`src/rtl/mem_port_arbiter.sv`:
```
// Round-robin arbiter sharing one fixed-latency synchronous memory between two
// requesters; one transaction in flight, read data returned to the owning port.
module mem_port_arbiter #(
    parameter int AW     = 32,
    parameter int DW     = 32,
    parameter int RD_LAT = 2
) (
    input  logic          clk,
    input  logic          reset,
    input  logic          req0,
    input  logic          req1,
    input  logic          we0,
    input  logic          we1,
    input  logic [AW-1:0] addr0,
    input  logic [AW-1:0] addr1,
    input  logic [DW-1:0] wdata0,
    input  logic [DW-1:0] wdata1,
    output logic          gnt0,
    output logic          gnt1,
    output logic          err0,
    output logic          err1,
    output logic          rvalid0,
    output logic          rvalid1,
    output logic [DW-1:0] rdata0,
    output logic [DW-1:0] rdata1,
    output logic          mem_en,
    output logic          mem_we,
    output logic [AW-1:0] mem_addr,
    output logic [DW-1:0] mem_wdata,
    input  logic [DW-1:0] mem_rdata,
    output logic [1:0]    dbg_state_o
);

    localparam int CW = (RD_LAT > 1) ? $clog2(RD_LAT) : 1;

    // Handshake: a port holds req/we/addr/wdata stable until its one-cycle gnt;
    // the grant cycle is the single mem_en cycle, and rvalid follows RD_LAT+1
    // cycles later for reads.
    typedef enum logic [1:0] {IDLE, ACCESS, WAIT, RESP} state_t;

    state_t          state_q;
    logic            last_owner_q;
    logic            owner_q;
    logic            we_q;
    logic            err_q;
    logic [CW-1:0]   cnt_q;
    logic [1:0]      gnt_q;
    logic [1:0]      err_out_q;
    logic [1:0]      rvalid_q;
    logic [DW-1:0]   rdata0_q;
    logic [DW-1:0]   rdata1_q;
    logic            mem_en_q;
    logic            mem_we_q;
    logic [AW-1:0]   mem_addr_q;
    logic [DW-1:0]   mem_wdata_q;

    logic            win_d;
    logic            owner_d;
    logic            we_d;
    logic            mis_d;
    logic [AW-1:0]   addr_d;
    logic [DW-1:0]   wdata_d;

    // On a tie the port that did not own the last transaction wins.
    always_comb begin
        win_d   = req0 | req1;
        owner_d = (req0 && req1) ? ~last_owner_q : req1;
        we_d    = owner_d ? we1 : we0;
        addr_d  = owner_d ? addr1 : addr0;
        wdata_d = owner_d ? wdata1 : wdata0;
        mis_d   = (addr_d[1:0] != 2'b00);
    end

    always_ff @(posedge clk) begin
        if (!reset) begin
            state_q      <= IDLE;
            last_owner_q <= 1'b1;
            owner_q      <= 1'b0;
            we_q         <= 1'b0;
            err_q        <= 1'b0;
            cnt_q        <= '0;
            gnt_q        <= 2'b00;
            err_out_q    <= 2'b00;
            rvalid_q     <= 2'b00;
            rdata0_q     <= '0;
            rdata1_q     <= '0;
            mem_en_q     <= 1'b0;
            mem_we_q     <= 1'b0;
            mem_addr_q   <= '0;
            mem_wdata_q  <= '0;
        end else begin
            gnt_q     <= 2'b00;
            err_out_q <= 2'b00;
            rvalid_q  <= 2'b00;
            mem_en_q  <= 1'b0;
            mem_we_q  <= 1'b0;
            case (state_q)
                IDLE: begin
                    if (win_d) begin
                        owner_q      <= owner_d;
                        last_owner_q <= owner_d;
                        we_q         <= we_d;
                        err_q        <= mis_d;
                        gnt_q        <= {owner_d, ~owner_d};
                        if (mis_d) begin
                            err_out_q <= {owner_d, ~owner_d};
                        end else begin
                            mem_en_q    <= 1'b1;
                            mem_we_q    <= we_d;
                            mem_addr_q  <= {addr_d[AW-1:2], 2'b00};
                            mem_wdata_q <= wdata_d;
                        end
                        state_q <= ACCESS;
                    end
                end
                ACCESS: begin
                    if (err_q || we_q) begin
                        state_q <= IDLE;
                    end else begin
                        cnt_q   <= CW'(RD_LAT - 1);
                        state_q <= WAIT;
                    end
                end
                WAIT: begin
                    // cnt_q reaches zero in the cycle mem_rdata is valid.
                    if (cnt_q == '0) begin
                        if (owner_q) rdata1_q <= mem_rdata;
                        else         rdata0_q <= mem_rdata;
                        rvalid_q[owner_q] <= 1'b1;
                        state_q <= RESP;
                    end else begin
                        cnt_q <= cnt_q - CW'(1);
                    end
                end
                RESP: begin
                    state_q <= IDLE;
                end
                default: begin
                    state_q <= IDLE;
                end
            endcase
        end
    end

    assign gnt0        = gnt_q[0];
    assign gnt1        = gnt_q[1];
    assign err0        = err_out_q[0];
    assign err1        = err_out_q[1];
    assign rvalid0     = rvalid_q[0];
    assign rvalid1     = rvalid_q[1];
    assign rdata0      = rdata0_q;
    assign rdata1      = rdata1_q;
    assign mem_en      = mem_en_q;
    assign mem_we      = mem_we_q;
    assign mem_addr    = mem_addr_q;
    assign mem_wdata   = mem_wdata_q;
    assign dbg_state_o = state_q;

endmodule

```
`config.mk`:
```
export PLATFORM = sky130hd
export DESIGN_NAME = mem_port_arbiter
export DESIGN_NICKNAME = d
export VERILOG_FILES = /design/src/rtl/mem_port_arbiter.sv
export SDC_FILE = /design/constraint.sdc
export NUM_CORES = 1
export LEC_CHECK = 0
export ABC_CLOCK_PERIOD_IN_PS = 1800
export CAP_MARGIN = 20
export CORE_UTILIZATION = 40
export CTS_BUF_LIST = sky130_fd_sc_hd__clkbuf_8 sky130_fd_sc_hd__clkbuf_16
export DETAILED_ROUTE_END_ITERATION = 7
export PLACE_DENSITY_LB_ADDON = 0.08
export SYNTH_ARGS = -nofsm -noshare
export SYNTH_HDL_FRONTEND = slang
export SYNTH_SLANG_ARGS = --single-unit
```
`constraint.sdc`:
```
create_clock -name clk -period 1.8 [get_ports clk]
set_input_delay 0.36 -clock clk [delete_from_list [all_inputs] [get_ports clk]]
set_output_delay 0.36 -clock clk [all_outputs]
set_load 0.1 [all_outputs]
```
==> results.md <==
* LEAKAGE at 4.28 nW
* Antenna diode count at 0
* Die area at 15600 µm²
* Synth-to-layout area growth at 88.0%
* Flop pwr share at 33.4%
* Routability cong. at 0.798
* Number of nets in the layout at 1145
* Post-CTS Resized at 0
* Total Power at 10.5 mW
* Worst setup EP type: flip-flop
* Reg-to-reg endpoint: mem_wdata[19]$_SDFFE_PN0P_
* Final min period at 1680 ps
* # rows at 44
* Most numerous cell in the Yosys netlist: nand2_1
* Sw Ratio at 32.3%
* Largest family of logic cells by synthesized area: multiplexers
* Share of layout cells above drive strength 1 at 26.7%
* CP Data Required Time at 2090 ps
* Vias in the first global route at 6108
* Clk pwr share at 36.3%
* Cell total after placement at 1144
* # setup viols final at 0
* Worst reg2reg startpoint: last_owner_q$_SDFFE_PN1P_
* RSZ-0062 raised after global routing: false
* Buffers on Ports at 301
* NetSw at 3.40 mW
* Post-route ant nets at 0
* Via count at 5795
* Final setup margin at 121 ps
* Mapped Cells at 679
* Syn Area/Cell at 8.89 µm²
* Design area at 11300 µm²
* Fin. Hold Viols at 0
* Die H at 125 µm
* Clock Tree Root: clkbuf_16
* HP Start: reset
* Status: finished with violations
* Wirelength per Cell at 16.3 µm
* Post-synthesis sequential area ratio at 46.8%
* Largest net degree at the start of global routing at 76
* Synth area leaders: dfxtp_1 47%, nand2_1 16%, mux2_2 12%
* Post-Layout Cell Count at 1175
* Pre-antenna DRT Iters at 6
* Clk Latency, worst-skew pair at 420 ps
* Commonest cells post-synth: 264 x nand2_1, 141 x dfxtp_1, 63 x mux2i_1
* Htree depth at 4
* Die Wd at 125 µm
* Core area at 14600 µm²
* Critical Path Max Stage Delay at 490 ps
* Synthesized cell area at 6040 µm²
* Worst clock skew at 7.06 ps
* CP arrival at 1970 ps
* WL final at 19100 µm
* Synth Area in Compound Gates at 7.88%
* Post-synth EDFFs at 0
* Clock Sinks at 141
* Ys Warns at 0
* Post-synth top flop: dfxtp_1
* Setup Buffers After CTS at 0
* Post-synth cell types at 28
* Initial antenna violation count at 0
* Vias per cell at 4.93
* Adder and majority cell fraction of the synthesized area at 0%
* Max_cap viols at 0
* FF-to-FF setup slack at 230 ps
* Post-synthesis mux area share at 22.2%
* Tot GR Track Use at 24.9%
* Hold Path Cell Cnt at 3
* PD cells at 927 nW/µm²
* Crit share post-route at 93.3%
* # hold bufs at CTS at 0
* Worst path bufs/invs at 2
* Area after DPL at 10700 µm²
* Setup CP Type: in -> reg
* Destination of the worst hold path: last_owner_q$_SDFFE_PN1P_
* Count of final max-slew check failures at 0
* I/O pin cnt at 304
* Yosys top cell area share at 46.8%
* Initial DRC count at 315
* Failing checks: design-rule violations
* Cell count along the critical path at 6
* Crit path cell chain: clkdlybuf4s50_1 > a21boi_4 > buf_4 > mux2_2 > nand2_1 > mux2i_1
* Simple-gate share of the synthesized area at 18.5%
* CTS Buf Count at 17
* Sum Neg Setup Slack at 0 ps
* DP Worst Slack at -332 ps
* Type of the most critical hold path: in -> reg
* Post-DP HPWL at 14600 µm
* DRC at 34
* CTS tree: yes
* CP Max Fanout at 25
* Fmax achieved at 595 MHz
* Clk pin slew, worst setup/hold paths at 60 ps
* Peak VDD IR at 724 µV
* Yosys reg bits at 141
* CP Launch Type: primary input
* Logic pwr share at 30.4%
* Global route overflow at 0
* CTS max path bufs at 2
* First-pass GRT wire length at 30200 µm
* Asr flop ratio synth at 0%
* Post-Synth XOR/XNOR Area at 0%
* Cell taking the most area after synthesis: dfxtp_1
* Initial core utilization at 41.2%
* R2R cell count at 5
* CP delay by family, top: buffers and inverters
* CP max stage cell: clkdlybuf4s50_1
* Internal power at 7.12 mW
==> worst min-delay path, stage by stage <==
cell and delay [ps]:
buf_4 140, buf_12 190, nand3_1 90
==> flip-flops by register name, indices dropped and copies added, names as in the netlist, named ones only <==
| register | count |
|---|---|
| we_q | 1 |
| rvalid_q | 2 |
| err_out_q | 2 |
| cnt_q | 1 |
| rdata1 | 32 |
| gnt_q | 2 |
| err_q | 1 |
| owner_q | 1 |
| mem_we | 1 |
| mem_wdata | 32 |
| last_owner_q | 1 |
| dbg_state_o | 1 |
| rdata0 | 32 |
| mem_addr | 30 |
| mem_en | 1 |
==> through the flow <==
step	hold slack [ps]	util (%)
2_1_floorplan	444	-
3_3_place_gp	458	73.1
3_5_place_dp	484	73.1
4_1_cts	411	77.5
5_1_grt	437	77.5
6_report	421	77.5
==> cell type report <==
type | instances | area, µm²
clock buffer | 17 | 425
clock inverter | 14 | 218
fill | 959 | 3300
inverter | 1 | 3.75
multi-input combinational | 488 | 2950
sequential | 141 | 2830
tap | 184 | 230
timing repair buffer | 330 | 4690
==> layer usage <==
metal,up-vias,wire (µm),GRT usage (%)
met5,-,0,0
met4,0,629,11.7
met3,40,1570,8.81
met2,213,10000,46.3
met1,2720,6930,24.5
li1,2822,-,-
==> power by group through the flow <==
stage               clock network, mW  logic [mW]  registers [mW]
CTS                              3.87        3.20            3.51
floorplan                           0       0.730            4.66
global placement                    0        3.15            3.56
finish                           3.82        3.19            3.51
detailed placement                  0        3.19            3.57
global route                     4.02        3.31            3.53
==> cell families (layout without fill, tap and decap cells) <==
| logic type | count (synthesis) | after routing |
|---|---|---|
| simple gates | 286 | 286 |
| flops | 141 | 141 |
| mux | 126 | 126 |
| compound gates | 74 | 74 |
| buf+inv | 51 | 362 |
| other cells | 1 | 2 |
==> worst max path at each step <==
stage	start	endpoint	slack, ps
2_1_floorplan	flip-flop	rdata0[2]$_SDFFE_PN0P_	40
3_3_place_gp	req1	mem_wdata[9]$_SDFFE_PN0P_	-260
3_5_place_dp	req1	mem_wdata[19]$_SDFFE_PN0P_	-330
4_1_cts	req1	mem_wdata[19]$_SDFFE_PN0P_	110
5_1_grt	req1	mem_wdata[19]$_SDFFE_PN0P_	50
6_report	req1	mem_wdata[19]$_SDFFE_PN0P_	120
==> cells in the final DEF (no fill, tap or decap), drive strengths merged <==
cell type	synthesis	routed
nand2	264	264
buf	23	166
clkdlybuf4s50	0	164
dfxtp	141	141
mux2i	64	64
mux2	62	62
a21boi	37	37
a21oi	32	32
clkbuf	27	17
nor2	10	10
bufinv	0	5
clkinv	0	4
inv	1	4
nor3	3	3
nand3	3	3
o21a	2	2
nand2b	2	2
conb	1	2
clkinvlp	0	2
o21ai	2	2
nor3b	1	1
and2	1	1
nor2b	1	1
a311oi	1	1
and3	1	1
Power figures use the tool's default switching activity.
